<file path="src/rtl/accum_param_pkg.sv">
// accum_pkg: shared definitions for the accum_param accumulator slice.
//   accum_mode_t : operation select carried on the bus mode field
//     MODE_ADD  2'b00  sum + din
//     MODE_SUB  2'b01  sum - din
//     MODE_LOAD 2'b10  sum = min(din, LIMIT)
//     MODE_CLR  2'b11  sum = INIT, sticky flags cleared
package accum_pkg;

  typedef enum logic [1:0] {
    MODE_ADD  = 2'b00,
    MODE_SUB  = 2'b01,
    MODE_LOAD = 2'b10,
    MODE_CLR  = 2'b11
  } accum_mode_t;

endpackage

</file>
<file path="src/rtl/accum_param_if.sv">
// accum_param_if: operation/result bundle of the accumulator.
//   en      master->slave  operation enable (0 = hold)
//   mode    master->slave  accum_mode_t operation select
//   din     master->slave  WIDTH-bit operand
//   show    master->slave  snapshot capture request
//   acc     slave->master  snapshot of the running sum
//   acc_vld slave->master  1-cycle pulse after each capture
//   ovf     slave->master  sticky add overflow
//   unf     slave->master  sticky sub underflow
//   zero    slave->master  registered running sum == 0
interface accum_param_if #(
  parameter int unsigned WIDTH = 6
);
  import accum_pkg::*;

  logic             en;
  accum_mode_t      mode;
  logic [WIDTH-1:0] din;
  logic             show;
  logic [WIDTH-1:0] acc;
  logic             acc_vld;
  logic             ovf;
  logic             unf;
  logic             zero;

  modport master (
    output en, mode, din, show,
    input  acc, acc_vld, ovf, unf, zero
  );

  modport slave (
    input  en, mode, din, show,
    output acc, acc_vld, ovf, unf, zero
  );

endinterface

</file>
<file path="src/rtl/accum_param_alu.sv">
// accum_alu: combinational next-sum computation for accum_param.
//   i_sum      current running sum (0..LIMIT)
//   i_din      operand; values above LIMIT are clamped to LIMIT
//   i_mode     accum_mode_t operation
//   o_next_sum resulting sum
//   o_ovf_evt  add went past LIMIT
//   o_unf_evt  sub went below 0
// Build option ACCUM_SATURATE_EN: clamp at LIMIT/0 instead of wrapping
// modulo (LIMIT+1). Events are flagged in both builds.
module accum_alu
  import accum_pkg::*;
#(
  parameter int unsigned WIDTH = 6,
  parameter int unsigned LIMIT = 2**WIDTH - 1,
  parameter int unsigned INIT  = 0
) (
  input  logic [WIDTH-1:0] i_sum,
  input  logic [WIDTH-1:0] i_din,
  input  accum_mode_t      i_mode,
  output logic [WIDTH-1:0] o_next_sum,
  output logic             o_ovf_evt,
  output logic             o_unf_evt
);

  localparam logic [WIDTH:0]   LIM_X  = (WIDTH+1)'(LIMIT);
  localparam logic [WIDTH-1:0] LIM_W  = WIDTH'(LIMIT);
  localparam logic [WIDTH-1:0] INIT_W = WIDTH'(INIT);

  logic [WIDTH:0] w_din_x;
  logic [WIDTH:0] w_sum_x;
  logic [WIDTH:0] w_add;
  logic [WIDTH:0] w_sub_wrap;

  always_comb begin
    w_din_x = {1'b0, i_din};
    if (w_din_x > LIM_X) begin
      w_din_x = LIM_X;
    end
    w_sum_x = {1'b0, i_sum};
    w_add   = w_sum_x + w_din_x;
    // sum + (LIMIT+1) - din stays within WIDTH+1 bits since sum <= LIMIT
    w_sub_wrap = w_sum_x + LIM_X + 1'b1 - w_din_x;

    o_next_sum = i_sum;
    o_ovf_evt  = 1'b0;
    o_unf_evt  = 1'b0;

    unique case (i_mode)
      MODE_ADD: begin
        if (w_add > LIM_X) begin
          o_ovf_evt = 1'b1;
`ifdef ACCUM_SATURATE_EN
          o_next_sum = LIM_W;
`else
          o_next_sum = WIDTH'(w_add - LIM_X - 1'b1);
`endif
        end else begin
          o_next_sum = WIDTH'(w_add);
        end
      end
      MODE_SUB: begin
        if (w_din_x > w_sum_x) begin
          o_unf_evt = 1'b1;
`ifdef ACCUM_SATURATE_EN
          o_next_sum = '0;
`else
          o_next_sum = WIDTH'(w_sub_wrap);
`endif
        end else begin
          o_next_sum = WIDTH'(w_sum_x - w_din_x);
        end
      end
      MODE_LOAD: o_next_sum = WIDTH'(w_din_x);
      MODE_CLR:  o_next_sum = INIT_W;
      default:   o_next_sum = i_sum;
    endcase
  end

  // LIM_W is only referenced by the saturating build
  logic w_unused;
  assign w_unused = ^LIM_W;

endmodule

</file>
<file path="src/rtl/accum_param.sv">
// accum_param: parametrised up/down accumulator with sticky flags and a
// registered snapshot output.
//   clk  rising-edge clock
//   rst  synchronous active-high reset
//   bus  accum_param_if.slave: en/mode/din/show in, acc/acc_vld/ovf/unf/zero out
// Build option ACCUM_SATURATE_EN (in accum_alu): saturating add/sub.
module accum_param
  import accum_pkg::*;
#(
  parameter int unsigned WIDTH = 6,
  parameter int unsigned LIMIT = 2**WIDTH - 1,
  parameter int unsigned INIT  = 0
) (
  input  logic         clk,
  input  logic         rst,
  accum_param_if.slave bus
);

  localparam logic [WIDTH-1:0] INIT_W = WIDTH'(INIT);

  logic [WIDTH-1:0] r_sum;
  logic [WIDTH-1:0] r_acc;
  logic             r_acc_vld;
  logic             r_ovf;
  logic             r_unf;
  logic             r_zero;

  logic [WIDTH-1:0] w_alu_sum;
  logic             w_ovf_evt;
  logic             w_unf_evt;
  logic [WIDTH-1:0] w_next_sum;

  accum_alu #(
    .WIDTH (WIDTH),
    .LIMIT (LIMIT),
    .INIT  (INIT)
  ) u_alu (
    .i_sum      (r_sum),
    .i_din      (bus.din),
    .i_mode     (bus.mode),
    .o_next_sum (w_alu_sum),
    .o_ovf_evt  (w_ovf_evt),
    .o_unf_evt  (w_unf_evt)
  );

  // Snapshot and zero flag both track the sum after this cycle's operation
  assign w_next_sum = bus.en ? w_alu_sum : r_sum;

  always_ff @(posedge clk) begin
    if (rst) begin
      r_sum     <= INIT_W;
      r_acc     <= '0;
      r_acc_vld <= 1'b0;
      r_ovf     <= 1'b0;
      r_unf     <= 1'b0;
      r_zero    <= (INIT_W == '0);
    end else begin
      r_sum     <= w_next_sum;
      r_zero    <= (w_next_sum == '0);
      r_acc_vld <= bus.show;
      if (bus.show) begin
        r_acc <= w_next_sum;
      end
      if (bus.en) begin
        if (bus.mode == MODE_CLR) begin
          r_ovf <= 1'b0;
          r_unf <= 1'b0;
        end else begin
          if (w_ovf_evt) r_ovf <= 1'b1;
          if (w_unf_evt) r_unf <= 1'b1;
        end
      end
    end
  end

  assign bus.acc     = r_acc;
  assign bus.acc_vld = r_acc_vld;
  assign bus.ovf     = r_ovf;
  assign bus.unf     = r_unf;
  assign bus.zero    = r_zero;

endmodule

</file>
<file path="src/flat_wrapper.sv">
// flat-port wrapper written by rule: the top's interface ports become plain ports
module accum_param_flat import accum_pkg::*;
#(
  parameter int unsigned WIDTH = 6,
  parameter int unsigned LIMIT = 2**WIDTH - 1,
  parameter int unsigned INIT  = 0
)
  (clk, rst, bus_en, bus_mode, bus_din, bus_show, bus_acc, bus_acc_vld, bus_ovf, bus_unf, bus_zero);
  accum_param_if #(.WIDTH(WIDTH)) bus_i ();
  input  logic clk;
  input  logic rst;
  input wire logic [$bits(bus_i.en)-1:0] bus_en;
  input wire logic [$bits(bus_i.mode)-1:0] bus_mode;
  input wire logic [$bits(bus_i.din)-1:0] bus_din;
  input wire logic [$bits(bus_i.show)-1:0] bus_show;
  output wire logic [$bits(bus_i.acc)-1:0] bus_acc;
  output wire logic [$bits(bus_i.acc_vld)-1:0] bus_acc_vld;
  output wire logic [$bits(bus_i.ovf)-1:0] bus_ovf;
  output wire logic [$bits(bus_i.unf)-1:0] bus_unf;
  output wire logic [$bits(bus_i.zero)-1:0] bus_zero;
  assign bus_i.en = bus_en;
  assign bus_i.mode = bus_mode;
  assign bus_i.din = bus_din;
  assign bus_i.show = bus_show;
  assign bus_acc = bus_i.acc;
  assign bus_acc_vld = bus_i.acc_vld;
  assign bus_ovf = bus_i.ovf;
  assign bus_unf = bus_i.unf;
  assign bus_zero = bus_i.zero;
  accum_param #(.WIDTH(WIDTH), .LIMIT(LIMIT), .INIT(INIT)) u_core (.clk(clk), .rst(rst), .bus(bus_i));
endmodule
</file>
<file path="config.mk">
export PLATFORM = sky130hd
export DESIGN_NAME = accum_param_flat
export DESIGN_NICKNAME = d
export VERILOG_FILES = /design/src/rtl/accum_param_pkg.sv /design/src/rtl/accum_param_if.sv /design/src/rtl/accum_param_alu.sv /design/src/rtl/accum_param.sv /design/src/flat_wrapper.sv
export SDC_FILE = /design/constraint.sdc
export NUM_CORES = 1
export LEC_CHECK = 0
export BUFFER_PORTS_ARGS = -buffer_cell sky130_fd_sc_hd__buf_2
export CORE_MARGIN = 8
export CORE_UTILIZATION = 30
export DETAILED_ROUTE_END_ITERATION = 7
export PLACE_DENSITY = 0.58
export RECOVER_POWER = 25
export SYNTH_ARGS = -nofsm -noshare
export SYNTH_HDL_FRONTEND = slang
export SYNTH_SLANG_ARGS = --single-unit
</file>
<file path="constraint.sdc">
create_clock -name clk -period 2.05 [get_ports clk]
set_input_delay 0.3075 -clock clk [delete_from_list [all_inputs] [get_ports clk]]
set_output_delay 0.3075 -clock clk [all_outputs]
set_load 0.05 [all_outputs]
</file>
## After elaboration in Yosys (flattened, before gate mapping)

Cells that the tools add are included.

| word-level totals | value |
|---|---|
| bits in registers | 16 |
| input bits | 12 |
| logic and storage cells | 36 |

| cells by class | value |
|---|---|
| add/sub/neg operators | 7 |
| order comparisons | 2 |
| equality and inequality tests | 3 |
| mux-type cells | 12 |
| reduce and logical (&&, ||, !) cells | 6 |

Operators with widths:

| operator | count |
|---|---|
| 6-bit case mux with 4 select lines | 1 |
| 6-bit 2-to-1 mux | 3 |
| 6-bit subtractor | 2 |
| 1-bit 2-to-1 mux | 8 |
| 6-bit by 6-bit adder with 7-bit output | 1 |
| 7-bit by 6-bit > comparator with 1-bit output (second input constant) | 1 |
| 6-bit by 1-bit adder with 6-bit output (second input constant) | 1 |
| 6-bit adder (second input constant) | 1 |
| 6-bit > comparator | 1 |
| 6-bit logical NOT | 1 |
| 6-bit by 1-bit subtractor with 6-bit output (second input constant) | 1 |
| 6-bit subtractor (second input constant) | 1 |
| 2-bit equality test (second input constant) | 2 |
| 2-bit AND reduction | 2 |
| 2-bit nonzero test | 2 |
| 2-bit by 1-bit equality test with 1-bit output (second input constant) | 1 |
| 2-bit logical NOT | 1 |

## Logic depth before layout (Yosys ltp)

| depth | value |
|---|---|
| depth in word-level cells | 7 |
| depth in mapped cells | 10 |

## Cells and area by module

Synthesis repeated with hierarchy kept, for this count alone.

| unflattened totals | value |
|---|---|
| cell total of the unflattened synthesis | 135 |
| area, all modules | 1143.6 µm² |

Modules (own cells, without submodules):

| module | times used | cells each | area each (µm²) | sequential area each (µm²) |
|---|---|---|---|---|
| accum_alu | 1 | 80 | 580.6 | 0.0 |
| accum_param | 1 | 55 | 563.0 | 320.3 |

## Worst setup path before layout

Ideal clock, no wire load.

| path | value |
|---|---|
| path kind | reg2reg |
| start point | register u_core.r_sum[0] |
| end point | register u_core.r_unf, in the netlist u_core.bus.unf |
| setup time | 91 ps |
| arrival time | 1945 ps |
| slack | 14 ps |
| cell stages (with the launch flop) | 11 |
| path buffers | 0 |
| period minus slack after synthesis | 2036 ps |
| path through | dfxtp_1 > inv_1 > ha_1 > inv_1 > fa_1 > a21o_1 > a21oi_2 > o21bai_1 > a2111oi_0 > nor2_1 > a311oi_1 |

| between the ends | value |
|---|---|
| longest elaborated chain between the ends | 5 |

Ends and longest elaborated chain:

| item | line | source |
|---|---|---|
| start: declaration | accum_param.sv:21 | `logic [WIDTH-1:0] r_sum;` |
| start signal: assignment | accum_param.sv:58 | `r_sum <= w_next_sum;` |
| 6-bit > comparator | accum_param_alu.sv:62 | `if (w_din_x > w_sum_x) begin` |
| 1-bit 2-to-1 mux | accum_param_alu.sv:62 |  |
| 1-bit 2-to-1 mux | accum_param_alu.sv:48 | `unique case (i_mode)` |
| 2-bit nonzero test (no source line) | -- |  |
| 2-bit AND reduction (no source line) | -- |  |
| end signal: assignment | accum_param.sv:55 | `r_unf <= 1'b0;` |
| end signal: assignment | accum_param.sv:67 | `r_unf <= 1'b0;` |
| end signal: assignment | accum_param.sv:70 | `if (w_unf_evt) r_unf <= 1'b1;` |
| end: declaration | accum_param.sv:25 | `logic r_unf;` |

No other way between the ends.
A chain may end at the register's enable or synchronous reset.

## Worst setup path in the final report

| path | value |
|---|---|
| start point | register u_core.r_sum[0] |
| end point | register u_core.r_acc[4], in the netlist u_core.bus.acc[4] |

| between the ends | value |
|---|---|
| longest elaborated chain between the ends | 6 |
| elaborated cells on any way between the ends | 13 |
| those cells by class | add/sub: 7; order compare: 2; mux: 4 |

Ends and longest elaborated chain:

| item | line | source |
|---|---|---|
| 6-bit adder or 6-bit by 6-bit adder with 7-bit output (tied branches) | accum_param_alu.sv:42, accum_param_alu.sv:40 |  |
| 6-bit by 1-bit adder with 6-bit output or 6-bit subtractor (tied branches) | accum_param_alu.sv:42, accum_param_alu.sv:55 |  |
| 6-bit subtractor or 6-bit by 1-bit subtractor with 6-bit output (tied branches) | accum_param_alu.sv:42, accum_param_alu.sv:55 |  |
| 6-bit 2-to-1 mux, on equally long branches | accum_param_alu.sv:62, accum_param_alu.sv:50 |  |
| 6-bit case mux with 4 select lines (*) | accum_param_alu.sv:48 |  |
| 6-bit 2-to-1 mux (*) | accum_param.sv:47 | `assign w_next_sum = bus.en ? w_alu_sum : r_sum;` |
| end signal: assignment | accum_param.sv:62 | `r_acc <= w_next_sum;` |
| end: declaration | accum_param.sv:22 | `logic [WIDTH-1:0] r_acc;` |

Mark *: on every way between the ends. The rest lies on a longest branch, timed or not.

==> impl_metrics.py <==
metrics = {
    "synthesis": {
        "async_reset_ff_share_pct": 0,
        "synth-seq-area-share_pct": 25.27,
        "yosysTopAreaCell": "dfxtp_1",
        "avgSynthCellArea_sq_um": 8.450,
        "synthDistinctLibCells": 50,
        "yosysWarningCount": 0,
        "synth_ff_type": "dfxtp_1",
        "syn_inst": 150,
        "synth.top_cells.by_area": "dfxtp_1, ha_1, nor2_1, mux2i_1, nor2b_1",
        "synth_edf_count": 0,
        "syn_area_sq_um": 1267,
        "synth_top_area_share_pct": 25.27,
        "ys_ff_latch": 16,
        "synth_nets": 176,
    },
    "critical_path": {
        "rr_endpoint": "u_core.bus.acc[4]",
        "cp.required_ns": 2.17,
        "cp_cell_sequence": "inv_2, ha_4, inv_2, fa_2, a21o_1, a21oi_2, xnor2_1, a221o_1, o211ai_1, a21oi_1",
        "crit_buf_inv": 2,
        "worst_setup_path_end_kind": "flip-flop",
        "critPathMaxFanout": 3,
        "ff2ff_path_depth": 10,
        "cp.arrival_ns": 2.15,
        "path_class": "reg -> reg",
        "critPathMostFrequentCell": "inv_2",
        "reg2reg_setup_slack_ns": 0.03,
        "critPathMaxStageDelay_ns": 0.36,
        "start_kind": "flip-flop",
        "worst_path_max_delay_cell": "fa_2",
        "crit_family": "compound AO/OA/AOI/OAI gates",
        "r2r_start": "u_core.r_sum[0]",
    },
    "run": {
        "timing.max_cap.violations": 0,
    },
    "timing": {
        "skew_ns": 0.003146,
        "tightest_slew_ns": 0.6060,
        "max_freq_mhz": 494.4,
        "fin_crit_sh_pct": 98.67,
        "hold_ws_ns": 0.4165,
        "fin_tns_setup_ns": 0,
        "grt_setup_unrepaired": "true",
        "hold_violations": 0,
        "setup_viol": 0,
        "drv_slew": 0,
        "period_needed_ns": 2.023,
        "maxSlewHeadroom_pct": 59.77,
    },
    "cells_and_area": {
        "seq_area_sq_um": 321.6,
        "multi_input_area_sq_um": 915.9,
        "nFillCells": 432,
        "antenna-diode-count": 0,
        "layout.nets": 218,
        "syn2layout_area_growth_pct": 31.49,
        "drive_above_1_share_pct": 33.68,
        "fin_area_sq_um": 1667,
        "final_cell_count_no_fill": 240,
    },
    "drt": {
        "wire_per_inst_um": 13.69,
        "viasPerCell": 4.975,
        "drtIter0Drc": 71,
        "first_pass_iters": 4,
        "vias": 1194,
        "ant_nets": 0,
        "drc": 0,
        "wl_um": 3286,
    },
    "worst_hold_path": {
        "hold_class": "in -> reg",
        "hold-path-cell-count": 2,
        "min_from": "rst",
        "holdPathEnd": "u_core.bus.acc[0]",
    },
    "cts": {
        "clock_latency_ns": 0.25,
        "cts_max_level": 1,
        "numClockSinks": 16,
        "max-clock-path-buffers": 2,
        "clockRootBuffer": "clkbuf_8",
        "clk_pin_slew_ns": 0.06,
        "postCtsHoldBufs": 0,
        "numCtsBuffers": 3,
        "cts_tree": "done",
    },
    "grt": {
        "antenna_found_initial": 0,
        "grt_pass1_wl_um": 5713,
        "grt_usage_pct": 10.68,
        "gr-total-overflow": 0,
        "grt_pass1_vias": 1229,
        "grt_max_degree": 18,
    },
    "floorplan": {
        "die_y_um": 81,
        "ioPinCount": 22,
        "die_area_sq_um": 6561,
        "die_x_um": 81,
        "initial_core_util_pct": 31.46,
        "core_area_sq_um": 4029,
        "row_count": 23,
    },
    "placed_design": {
        "placed_area_sq_um": 1562,
        "dp_hpwl_um": 2575,
        "io_buffers": 21,
        "dp.cells": 236,
        "gp_congestion": 0.8053,
    },
    "power_and_ir_drop": {
        "cellLeakagePower_nw": 0.7756,
        "p_total_mw": 0.9848,
        "ir_worst_vdd_mv": 0.4203,
        "power_density_nw_per_um2": 590.9,
    },
    "run_status": {
        "outcome": "completed",
    },
}
==> layer usage <==
metal  track usage [%]  wire, um  vias to the layer above
li1                  -         -                      612
met1             14.30      1659                      546
met2             16.76      1457                       29
met3             1.656       103                        7
met4             4.107        65                        0
met5                 0         0                        -
==> where the power goes <==
part / switching, mW / leakage (nW) / internal [mW]
combinational: 0.225 / 0.622 / 0.179
clock: 0.100 / 0.0216 / 0.130
sequential: 0.0146 / 0.132 / 0.335
total: 0.340 / 0.776 / 0.645
==> cell families after synthesis <==
logic type,Yosys count,share of synthesized area [%]
DFF,16,25.27
and+or+nand+nor,50,21.13
adders and majority gates,14,15.00
AOI/OAI and AO/OA,38,21.72
xor gates and xnor gates,3,2.073
buffers and inverters,20,7.206
muxes,9,7.601
==> worst max-delay path by stage <==
| stage | startpoint | cells after the start | end |
|---|---|---|---|
| floorplan | u_core.r_sum[0] | 10 | u_core.bus.unf |
| global placement | bus_din[0] | 10 | u_core.bus.unf |
| detailed placement | bus_din[0] | 10 | u_core.bus.unf |
| CTS | u_core.r_sum[1] | 7 | u_core.bus.zero |
| global route | u_core.r_sum[0] | 10 | u_core.bus.unf |
| finish | u_core.r_sum[0] | 10 | u_core.bus.acc[4] |
==> cells in the final DEF (no fill, tap or decap), drive strengths merged, types with 6 or more instances in the layout <==
cell type	count
a21oi	9
buf	41
clkbuf	7
dfxtp	16
ha	12
inv	12
mux2i	7
nor2	21
nor2b	8
nor3	6
==> layout make-up <==
cell class | instances | area share [%]
Multi-Input combinational cell | 114 | 54.95
Timing Repair Buffer | 45 | 16.82
Inverter | 12 | 2.703
Clock buffer | 3 | 2.477
Tap cell | 50 | 3.754
Sequential cell | 16 | 19.29
==> through the flow <==
step | setup WS (ns) | util [%]
after floorplan | 0.01450 | -
after global placement | -0.1727 | 38.76
after detailed placement | -0.2084 | 38.76
after CTS | 0.01603 | 40.99
after global routing | -0.1107 | 41.37
final | 0.02734 | 41.37
==> cell usage after synthesis (2+ instances only) <==
cell / count
nor2_1: 20
dfxtp_1: 16
ha_1: 12
inv_1: 12
a21oi_1: 8
nor2b_1: 8
mux2i_1: 7
clkbuf_1: 5
nand2b_1: 5
nor3_1: 5
o21ai_0: 3
a21o_1: 2
a31o_1: 2
a31oi_1: 2
buf_6: 2
fa_1: 2
nand2_1: 2
o21a_1: 2
o21bai_1: 2
o31ai_1: 2
xor2_1: 2
==> registers in the layout, indices dropped and copies added (netlist names) <==
register and cells:
u_core.bus.acc 6, u_core.r_sum 6, u_core.bus.ovf 1, u_core.bus.unf 1
u_core.bus.zero 1, u_core.bus.acc_vld 1
==> repair_timing <==
action	4_1_cts	5_1_grt
gates resized for setup	14	3
setup endpoints to repair	4	6
cloned	0	0
endpoints found under the hold margin	0	0
pin swaps	8	0
buffers inserted	1	0
No activity file was read; power rests on OpenSTA's default activity.
